`src/rtl/riscv_ctrl_pkg.sv`:
```
// Shared encodings for the multicycle RV32I control path: opcodes, FSM
// states and the datapath mux/ALU select codes.
package riscv_ctrl_pkg;

    localparam logic [6:0] OP_R      = 7'b0110011;
    localparam logic [6:0] OP_I      = 7'b0010011;
    localparam logic [6:0] OP_LOAD   = 7'b0000011;
    localparam logic [6:0] OP_STORE  = 7'b0100011;
    localparam logic [6:0] OP_BRANCH = 7'b1100011;
    localparam logic [6:0] OP_JAL    = 7'b1101111;
    localparam logic [6:0] OP_JALR   = 7'b1100111;
    localparam logic [6:0] OP_LUI    = 7'b0110111;

    typedef enum logic [2:0] {
        ST_FETCH  = 3'd0,
        ST_DECODE = 3'd1,
        ST_EXEC   = 3'd2,
        ST_MEM    = 3'd3,
        ST_WB     = 3'd4,
        ST_FAULT  = 3'd5
    } state_e;

    typedef enum logic [1:0] {
        PC_ALU      = 2'd0,
        PC_ALUOUT   = 2'd1,
        PC_ALU_JALR = 2'd2
    } pcsrc_e;

    typedef enum logic [1:0] {
        A_PC    = 2'd0,
        A_OLDPC = 2'd1,
        A_RS1   = 2'd2,
        A_ZERO  = 2'd3
    } asrc_e;

    typedef enum logic [1:0] {
        B_RS2  = 2'd0,
        B_FOUR = 2'd1,
        B_IMM  = 2'd2
    } bsrc_e;

    typedef enum logic [1:0] {
        ALU_ADD    = 2'd0,
        ALU_BRANCH = 2'd1,
        ALU_FUNCT  = 2'd2
    } aluop_e;

    typedef enum logic [1:0] {
        WB_ALUOUT = 2'd0,
        WB_MDR    = 2'd1,
        WB_PC     = 2'd2
    } wbsel_e;

    // True for every opcode this core executes; anything else faults.
    function automatic logic is_legal(input logic [6:0] op);
        case (op)
            OP_R, OP_I, OP_LOAD, OP_STORE,
            OP_BRANCH, OP_JAL, OP_JALR, OP_LUI: is_legal = 1'b1;
            default:                            is_legal = 1'b0;
        endcase
    endfunction

endpackage

```
`src/rtl/multicycle_controller_if.sv`:
```
// Controller <-> datapath/memory bundle. master = control FSM,
// slave = datapath side that owns IR, ALU flags and the memory port.
interface multicycle_controller_if;
    logic [6:0] Opcode;
    logic [2:0] Funct3;
    logic       BrTaken;
    logic       MemReady;
    logic       MemReq;
    logic       MemWrite;
    logic       IorD;
    logic       IRWrite;
    logic       PCWrite;
    logic [1:0] PCSrc;
    logic [1:0] ALUSrcA;
    logic [1:0] ALUSrcB;
    logic [1:0] ALUOp;
    logic       RegWrite;
    logic [1:0] WBSel;
    logic       Retire;
    logic       Fault;
    logic [2:0] State;

    // Funct3 goes straight from IR to the ALU decoder; the FSM never sees it.
    modport master (
        input  Opcode, BrTaken, MemReady,
        output MemReq, MemWrite, IorD, IRWrite, PCWrite, PCSrc,
               ALUSrcA, ALUSrcB, ALUOp, RegWrite, WBSel, Retire, Fault, State
    );

    modport slave (
        output Opcode, Funct3, BrTaken, MemReady,
        input  MemReq, MemWrite, IorD, IRWrite, PCWrite, PCSrc,
               ALUSrcA, ALUSrcB, ALUOp, RegWrite, WBSel, Retire, Fault, State
    );
endinterface

```
`src/rtl/mem_wait_timer.sv`:
```
// Counts stalled cycles of an outstanding memory request and flags a bus
// timeout on the last allowed cycle if memory still has not answered.
module mem_wait_timer #(
    parameter int MEM_TIMEOUT = 16
) (
    input  logic clk,
    input  logic rst_n,
    input  logic clear,
    input  logic busy,
    output logic timeout
);
    localparam int             CW   = $clog2(MEM_TIMEOUT);
    localparam logic [CW-1:0]  LAST = CW'(MEM_TIMEOUT - 1);

    logic [CW-1:0] cnt_q, cnt_d;

    // Next count: restart on clear, otherwise advance while stalled, saturating.
    always_comb begin
        cnt_d = cnt_q;
        if (clear)
            cnt_d = '0;
        else if (busy && cnt_q != LAST)
            cnt_d = cnt_q + CW'(1);
    end

    // Count register with synchronous reset.
    always_ff @(posedge clk) begin
        if (!rst_n) cnt_q <= '0;
        else        cnt_q <= cnt_d;
    end

    // clear covers MemReady, so a completing final cycle never times out.
    assign timeout = busy & ~clear & (cnt_q == LAST);
endmodule

```
`src/rtl/multicycle_controller.sv`:
```
// Main control FSM of the multicycle RV32I core. One instruction at a time,
// one shared memory port; outputs decode from state/Opcode, with MemReady
// and BrTaken gating the few enables that depend on them.
module multicycle_controller
    import riscv_ctrl_pkg::*;
#(
    parameter int MEM_TIMEOUT = 16
) (
    input  logic                    clk,
    input  logic                    rst_n,
    multicycle_controller_if.master bus
);
    state_e state_q;
    logic   fault_q;
    logic   timeout;
    logic   tmr_clear;

    logic   req, iord, mwr, irw, pcw, rw, ret;
    pcsrc_e pcsrc;
    asrc_e  asrc;
    bsrc_e  bsrc;
    aluop_e aluop;
    wbsel_e wbsel;

    logic   is_load, is_store;
    assign is_load  = (bus.Opcode == OP_LOAD);
    assign is_store = (bus.Opcode == OP_STORE);

    // Counter sits at zero outside a request, so every FETCH/MEM starts fresh.
    assign tmr_clear = bus.MemReady | ~req;

    mem_wait_timer #(.MEM_TIMEOUT(MEM_TIMEOUT)) u_timer (
        .clk     (clk),
        .rst_n   (rst_n),
        .clear   (tmr_clear),
        .busy    (req),
        .timeout (timeout)
    );

    // State sequencing and sticky fault flag.
    always_ff @(posedge clk) begin
        if (!rst_n) begin
            state_q <= ST_FETCH;
            fault_q <= 1'b0;
        end else begin
            case (state_q)
                ST_FETCH: begin
                    if (bus.MemReady)  state_q <= ST_DECODE;
                    else if (timeout) begin
                        state_q <= ST_FAULT;
                        fault_q <= 1'b1;
                    end
                end
                ST_DECODE: begin
                    if (is_legal(bus.Opcode)) state_q <= ST_EXEC;
                    else begin
                        state_q <= ST_FAULT;
                        fault_q <= 1'b1;
                    end
                end
                ST_EXEC: begin
                    case (bus.Opcode)
                        OP_R, OP_I, OP_LUI:          state_q <= ST_WB;
                        OP_LOAD, OP_STORE:           state_q <= ST_MEM;
                        OP_BRANCH, OP_JAL, OP_JALR:  state_q <= ST_FETCH;
                        default: begin
                            state_q <= ST_FAULT;
                            fault_q <= 1'b1;
                        end
                    endcase
                end
                ST_MEM: begin
                    if (bus.MemReady)  state_q <= is_load ? ST_WB : ST_FETCH;
                    else if (timeout) begin
                        state_q <= ST_FAULT;
                        fault_q <= 1'b1;
                    end
                end
                ST_WB:    state_q <= ST_FETCH;
                ST_FAULT: fault_q <= 1'b1;
                default: begin
                    state_q <= ST_FAULT;
                    fault_q <= 1'b1;
                end
            endcase
        end
    end

    // Control decode for the current state; everything idles unless named.
    always_comb begin
        req   = 1'b0;
        iord  = 1'b0;
        mwr   = 1'b0;
        irw   = 1'b0;
        pcw   = 1'b0;
        rw    = 1'b0;
        ret   = 1'b0;
        pcsrc = PC_ALU;
        asrc  = A_PC;
        bsrc  = B_RS2;
        aluop = ALU_ADD;
        wbsel = WB_ALUOUT;
        case (state_q)
            ST_FETCH: begin
                req   = 1'b1;
                asrc  = A_PC;
                bsrc  = B_FOUR;
                aluop = ALU_ADD;
                irw   = bus.MemReady;
                pcw   = bus.MemReady;
                pcsrc = PC_ALU;
            end
            ST_DECODE: begin
                // Branch/JAL target OldPC+Imm lands in ALUOut.
                asrc  = A_OLDPC;
                bsrc  = B_IMM;
                aluop = ALU_ADD;
            end
            ST_EXEC: begin
                case (bus.Opcode)
                    OP_R: begin
                        asrc = A_RS1; bsrc = B_RS2; aluop = ALU_FUNCT;
                    end
                    OP_I: begin
                        asrc = A_RS1; bsrc = B_IMM; aluop = ALU_FUNCT;
                    end
                    OP_LOAD, OP_STORE: begin
                        asrc = A_RS1; bsrc = B_IMM; aluop = ALU_ADD;
                    end
                    OP_BRANCH: begin
                        asrc  = A_RS1; bsrc = B_RS2; aluop = ALU_BRANCH;
                        pcw   = bus.BrTaken;
                        pcsrc = PC_ALUOUT;
                        ret   = 1'b1;
                    end
                    OP_JAL: begin
                        // PC still holds old+4 this cycle, so the link value is correct.
                        pcw   = 1'b1; pcsrc = PC_ALUOUT;
                        rw    = 1'b1; wbsel = WB_PC;
                        ret   = 1'b1;
                    end
                    OP_JALR: begin
                        asrc  = A_RS1; bsrc = B_IMM; aluop = ALU_ADD;
                        pcw   = 1'b1; pcsrc = PC_ALU_JALR;
                        rw    = 1'b1; wbsel = WB_PC;
                        ret   = 1'b1;
                    end
                    OP_LUI: begin
                        asrc = A_ZERO; bsrc = B_IMM; aluop = ALU_ADD;
                    end
                    default: ;
                endcase
            end
            ST_MEM: begin
                req  = 1'b1;
                iord = 1'b1;
                mwr  = is_store;
                ret  = is_store & bus.MemReady;
            end
            ST_WB: begin
                rw    = 1'b1;
                wbsel = is_load ? WB_MDR : WB_ALUOUT;
                ret   = 1'b1;
            end
            default: ;
        endcase
    end

    // Reset blanks every control output immediately, not just after the edge.
    assign bus.MemReq   = rst_n & req;
    assign bus.MemWrite = rst_n & mwr;
    assign bus.IorD     = rst_n & iord;
    assign bus.IRWrite  = rst_n & irw;
    assign bus.PCWrite  = rst_n & pcw;
    assign bus.RegWrite = rst_n & rw;
    assign bus.Retire   = rst_n & ret;
    assign bus.Fault    = rst_n & fault_q;
    assign bus.PCSrc    = rst_n ? 2'(pcsrc) : 2'b00;
    assign bus.ALUSrcA  = rst_n ? 2'(asrc)  : 2'b00;
    assign bus.ALUSrcB  = rst_n ? 2'(bsrc)  : 2'b00;
    assign bus.ALUOp    = rst_n ? 2'(aluop) : 2'b00;
    assign bus.WBSel    = rst_n ? 2'(wbsel) : 2'b00;
    assign bus.State    = rst_n ? 3'(state_q) : 3'b000;
endmodule

```
`src/flat_wrapper.sv`:
```
// flat-port wrapper written by rule: the top's interface ports become plain ports
module multicycle_controller_flat import riscv_ctrl_pkg::*;
#(
    parameter int MEM_TIMEOUT = 16
)
  (clk, rst_n, bus_Opcode, bus_BrTaken, bus_MemReady, bus_MemReq, bus_MemWrite, bus_IorD, bus_IRWrite, bus_PCWrite, bus_PCSrc, bus_ALUSrcA, bus_ALUSrcB, bus_ALUOp, bus_RegWrite, bus_WBSel, bus_Retire, bus_Fault, bus_State);
  multicycle_controller_if bus_i ();
  input  logic clk;
  input  logic rst_n;
  input wire logic [$bits(bus_i.Opcode)-1:0] bus_Opcode;
  input wire logic [$bits(bus_i.BrTaken)-1:0] bus_BrTaken;
  input wire logic [$bits(bus_i.MemReady)-1:0] bus_MemReady;
  output wire logic [$bits(bus_i.MemReq)-1:0] bus_MemReq;
  output wire logic [$bits(bus_i.MemWrite)-1:0] bus_MemWrite;
  output wire logic [$bits(bus_i.IorD)-1:0] bus_IorD;
  output wire logic [$bits(bus_i.IRWrite)-1:0] bus_IRWrite;
  output wire logic [$bits(bus_i.PCWrite)-1:0] bus_PCWrite;
  output wire logic [$bits(bus_i.PCSrc)-1:0] bus_PCSrc;
  output wire logic [$bits(bus_i.ALUSrcA)-1:0] bus_ALUSrcA;
  output wire logic [$bits(bus_i.ALUSrcB)-1:0] bus_ALUSrcB;
  output wire logic [$bits(bus_i.ALUOp)-1:0] bus_ALUOp;
  output wire logic [$bits(bus_i.RegWrite)-1:0] bus_RegWrite;
  output wire logic [$bits(bus_i.WBSel)-1:0] bus_WBSel;
  output wire logic [$bits(bus_i.Retire)-1:0] bus_Retire;
  output wire logic [$bits(bus_i.Fault)-1:0] bus_Fault;
  output wire logic [$bits(bus_i.State)-1:0] bus_State;
  assign bus_i.Opcode = bus_Opcode;
  assign bus_i.BrTaken = bus_BrTaken;
  assign bus_i.MemReady = bus_MemReady;
  assign bus_MemReq = bus_i.MemReq;
  assign bus_MemWrite = bus_i.MemWrite;
  assign bus_IorD = bus_i.IorD;
  assign bus_IRWrite = bus_i.IRWrite;
  assign bus_PCWrite = bus_i.PCWrite;
  assign bus_PCSrc = bus_i.PCSrc;
  assign bus_ALUSrcA = bus_i.ALUSrcA;
  assign bus_ALUSrcB = bus_i.ALUSrcB;
  assign bus_ALUOp = bus_i.ALUOp;
  assign bus_RegWrite = bus_i.RegWrite;
  assign bus_WBSel = bus_i.WBSel;
  assign bus_Retire = bus_i.Retire;
  assign bus_Fault = bus_i.Fault;
  assign bus_State = bus_i.State;
  multicycle_controller #(.MEM_TIMEOUT(MEM_TIMEOUT)) u_core (.clk(clk), .rst_n(rst_n), .bus(bus_i));
endmodule
```
`config.mk`:
```
export PLATFORM = sky130hd
export DESIGN_NAME = multicycle_controller_flat
export DESIGN_NICKNAME = d
export VERILOG_FILES = /design/src/rtl/riscv_ctrl_pkg.sv /design/src/rtl/multicycle_controller_if.sv /design/src/rtl/mem_wait_timer.sv /design/src/rtl/multicycle_controller.sv /design/src/flat_wrapper.sv
export SDC_FILE = /design/constraint.sdc
export NUM_CORES = 1
export LEC_CHECK = 0
export ABC_AREA = 1
export CAP_MARGIN = 20
export CORE_ASPECT_RATIO = 1.25
export CORE_MARGIN = 8
export CORE_UTILIZATION = 45
export CTS_BUF_LIST = sky130_fd_sc_hd__clkbuf_4 sky130_fd_sc_hd__clkbuf_8
export CTS_CLUSTER_DIAMETER = 200
export DETAILED_ROUTE_END_ITERATION = 10
export GPL_TIMING_DRIVEN = 0
export HOLD_SLACK_MARGIN = 0.12
export MAX_ROUTING_LAYER = met4
export PLACE_DENSITY = 0.82
export SYNTH_ARGS = -nofsm -noshare
export SYNTH_HDL_FRONTEND = slang
export SYNTH_SLANG_ARGS = --single-unit
```
`constraint.sdc`:
```
create_clock -name clk -period 1.4 [get_ports clk]
set_input_delay 0.28 -clock clk [delete_from_list [all_inputs] [get_ports clk]]
set_output_delay 0.28 -clock clk [all_outputs]
set_load 0.02 [all_outputs]
```
* After elaboration in Yosys (flattened, before gate mapping) *
Cells that the tools add are included.

storage, ports and cells
  logic and storage cells = 95
  flip-flop bits (word level) = 8
  output and inout port bits = 21

cells by class
  reductions and logical operators = 14
  bitwise operators = 16
  add/subtract/negate cells = 1
  eq/ne operators = 19
  muxes and demuxes = 42

operator list
  operator                                             number
  equality test 7 x 6 -> 1 bit, second input constant  3
  equality test 7 bit, second input constant           3
  case mux 2 bit (2 select lines)                      5
  two-way mux 2 bit                                    9
  two-way mux 3 bit                                    6
  case mux 3 bit (6 select lines)                      1
  two-way mux 1 bit                                    14
  OR reduction 2 bit                                   6
  bitwise AND 1 bit                                    11
  case mux 3 bit (3 select lines)                      1
  OR reduction 8 bit                                   1
  equality test 7 x 2 -> 1 bit, second input constant  1
  equality test 7 x 5 -> 1 bit, second input constant  1
  equality test 3 x 2 -> 1 bit, second input constant  2
  equality test 3 bit, second input constant           2
  inequality test 2 bit, second input constant         3
  case mux 1 bit (2 select lines)                      3
  case mux 2 bit (3 select lines)                      1
  OR reduction 3 bit                                   2
  OR reduction 6 bit                                   1
  AND reduction 5 bit                                  1
  OR reduction 5 bit                                   1
  adder 4 x 1 -> 4 bit, second input constant          1
  equality test 4 bit, second input constant           1
  other kinds (9)                                      12

* Longest topological paths before layout *
  depth in word-level cells = 11
  mapped depth = 10

* By module *
Synthesis repeated with hierarchy kept, for this count alone.

unflattened totals
  cells, all modules = 156
  area total of the unflattened synthesis = 865.8 sq um

modules (own cells, without submodules)
  module                 cells each  seq. area each (sq um)  instances  area each (sq um)
  multicycle_controller  126         80.1                    1          658.1
  mem_wait_timer         30          80.1                    1          207.7

* Least setup slack after synthesis *
No wires, ideal clock.

  path type = reg2out
  from = register u_core.state_q[0]
  to = output bus_WBSel[0]
  arrival time = 1.455 ns
  stages on the path, launching flop included = 6
  buffers on the path = 0
  setup slack = -0.335 ns
  path through = dfxtp_1 > nor2_1 > inv_1 > nor2_1 > inv_2 > nor4_1

between the ends
  longest elaborated chain between the ends = 3
  elaborated cells between the ends (all ways) = 4
  those cells by class = eq/ne: 2; mux: 2

ends and longest elaborated chain
  element                                                                     RTL line                      source
  start, declared                                                             multicycle_controller.sv:13   state_e state_q;
  start signal, assigned                                                      multicycle_controller.sv:73   if (bus.MemReady) state_q <= is_load ? ST_WB : ST_FETCH;
  equality test 3 bit / equality test 3 x 2 -> 1 bit (equally long branches)  multicycle_controller.sv:103  case (state_q)
  case mux 2 bit (2 select lines) *                                           multicycle_controller.sv:103
  two-way mux 2 bit *                                                         multicycle_controller.sv:182  assign bus.WBSel = rst_n ? 2'(wbsel) : 2'b00;
  end, declared                                                               flat_wrapper.sv:23            output wire logic [$bits(bus_i.WBSel)-1:0] bus_WBSel;

Every way passes the cells marked *; elsewhere a longest branch is shown, timed or not.

* Final worst setup path *
  from = register u_core.state_q[1]
  to = output bus_ALUOp[1]

between the ends
  longest elaborated chain between the ends = 3

ends and longest elaborated chain
  element                       RTL line                      source
  equality test 3 x 2 -> 1 bit  multicycle_controller.sv:103
  two-way mux 2 bit             multicycle_controller.sv:103
  two-way mux 2 bit             multicycle_controller.sv:181  assign bus.ALUOp = rst_n ? 2'(aluop) : 2'b00;
  end, declared                 flat_wrapper.sv:21            output wire logic [$bits(bus_i.ALUOp)-1:0] bus_ALUOp;

No other way between the ends.

==> flow_summary.json <==
{
  "clk_path_buf_depth": 2,
  "cts_tree": "yes",
  "clk_pin_slew_ps": 60,
  "met3WireLength_um": 600,
  "wl_met1_um": 1660,
  "syn_nets": 165,
  "root_buffer": "clkbuf_4",
  "synth_top_area_share_pct": 19.5,
  "routed.top_layer": "met4",
  "setup_viol": 24,
  "die_h_um": 63.7,
  "yosysTopAreaCell": "dfxtp_1",
  "clock_skew_ps": 4.00,
  "start_kind": "flip-flop",
  "cts.sinks": 8,
  "die_w_um": 54.2,
  "fin_cells": 232,
  "ctsHoldBuffers": 0,
  "synthDistinctLibCells": 24,
  "port_buffers": 30,
  "r2r_cells": 11,
  "grt_pass1_vias": 1143,
  "die_area_um2": 3450,
  "timing.slew.headroom_pct": 82.9,
  "cp.required_ps": 1120,
  "r2r_slack_ps": -340,
  "power_density_nw_per_um2": 765,
  "dr_wl_met2_um": 2530,
  "area_growth_syn_to_layout_pct": 103,
  "hold_viol_final": 0,
  "netlist_area_um2": 820,
  "crit_path_end_kind": "output pin",
  "wirelength_um": 5250,
  "cts_buffers": 3,
  "status": "finished with violations",
  "crit_start": "u_core.state_q[1]",
  "r2r_end": "u_core.state_q[2]",
  "crit_type": "flip-flop to output pin",
  "synth_area_leaders": "dfxtp_1 20%, nand2_1 18%, nor2_1 12%",
  "endpoint": "bus_ALUOp[1]",
  "core-area_um2": 1740,
  "insertion_delay_ps": 260,
  "fin_hold_ws_ps": 540,
  "num_rows": 17,
  "hp-class": "flip-flop to flip-flop",
  "avgSynthCellArea_um2": 5.36,
  "drt_iter0_drc": 163,
  "dp_cells": 202,
  "dp_hpwl_um": 2220,
  "final_cell_mix": "35 x buf_4, 20 x nand2_1, 18 x nor2_1",
  "drc": 0,
  "fillers": 46,
  "drive_gt1_share_pct": 60.6,
  "drt_pass1_iterations": 5,
  "slew_viol_final": 0,
  "overflow": 0,
  "ir_drop_mv": 0.910,
  "fmax_ghz": 0.570,
  "rsz0062_at_grt": "yes",
  "layout_commonest_cell": "buf_4",
  "htreeDepth": 1,
  "synth_seq_cells": 8,
  "n_antenna_cell": 0,
  "ys_seq_area_share_pct": 19.5,
  "yosysWarnings": 0,
  "grt_first_pass_wirelength_um": 5130,
  "power.leakage_nw": 0.780,
  "vias": 1550,
  "track_usage_pct": 19.0,
  "place_congestion": 0.905,
  "final_util_pct": 95.6,
  "nNetsFinal": 227,
  "vias_per_cell": 6.68,
  "period_minus_slack_ps": 1750,
  "wl_per_cell_um": 22.6,
  "violations": "setup timing",
  "tightest_slew_ps": 255,
  "finalSetupTns_ps": -5010,
  "seq_area_um2": 171,
  "r2r_start": "u_core.state_q[1]",
  "drtAntennaViolNets": 0,
  "period_share_pct": 125,
  "start_util_pct": 47.0,
  "crit_path_top_delay_cell": "dfxtp_4",
  "setup_slack_ps": -355,
  "syn_inst": 153,
  "io-pin-count": 32,
  "cpPeakStageDelay_ps": 420,
  "path_cells": "nand2_4 > nor3_4 > inv_2 > nor4_4 > buf_4",
  "critical_path_arrival_ps": 1470,
  "antenna_found_initial": 0,
  "grt_start_max_net_pins": 11,
  "multi_input_area_um2": 850,
  "crit_path_max_fanout": 5,
  "cap_viol_max_count": 0
}
layer usage:
layer	track usage, %	up-vias
met2	35.2	175
met5	-	-
met4	6.79	0
met1	18.8	680
li1	-	624
met3	2.35	71
where the power goes:
group,switching [W],internal [W]
Clock,0.0000836,0.0000985
Sequential,0.0000727,0.000265
Combinational,0.000477,0.000278
Total,0.000633,0.000642
cell usage after synthesis (all sizes together):
cell and number:
a21oi 16, dfxtp 8, o21ai 8, or2 1, clkbuf 1, ha 1, inv 22, nand2 42
a32oi 1, a31oi 2, nor2 30, o211ai 1, clkinv 1, nand3 11, nor4 3, nor3 4
buf 1
how the worst min path moves through the flow:
stage	start	end	depth (start not counted)
6_report	u_core.fault_q	u_core.fault_q	2
5_1_grt	u_core.fault_q	u_core.fault_q	2
4_1_cts	u_core.fault_q	u_core.fault_q	2
3_5_place_dp	u_core.fault_q	u_core.fault_q	2
3_3_place_gp	u_core.fault_q	u_core.fault_q	2
2_1_floorplan	rst_n	u_core.fault_q	2
repair_timing:
action | CTS | global route
pin swaps | 14 | 21
buffers inserted | 10 | 17
gates resized for setup | 171 | 56
setup endpoints to repair | 25 | 22
state kept, by name, indices dropped and copies added, names as in the netlist:
register              flops
u_core.fault_q            1
u_core.state_q            3
u_core.u_timer.cnt_q      4
layout make-up:
type / instances / area share [%]
tap: 19 / 1.43
timing repair buffer: 57 / 28.2
buffer: 2 / 1.50
multi-input combinational: 120 / 51.0
sequential: 8 / 10.3
inverter: 23 / 6.23
clock buffer: 3 / 1.35
logic make-up (layout without fill, tap and decap cells):
family	count (synthesis)	after routing	share of synthesized area, %
flops	8	8	19.5
simple gates	91	91	49.2
compound gates	28	28	18.2
fa+ha+maj	1	1	1.53
buf+inv	25	85	11.6
critical path, delay by kind of cell, from the launching register on:
| family | cells | cell delay, ps |
|---|---|---|
| DFF | 1 | 420 |
| and+or+nand+nor | 3 | 460 |
| buffers and inverters | 2 | 330 |
per-stage QoR:
stage / total power, W / instance area, um^2 / worst slack [ps]
floorplan: 0.000625 / 878 / -114
global placement: 0.000800 / 1200 / -1200
detailed placement: 0.000809 / 1200 / -1250
CTS: 0.00105 / 1400 / -290
global route: 0.00131 / 1670 / -444
finish: 0.00128 / 1670 / -355
Note: power is estimated with default switching activity, not from simulation.
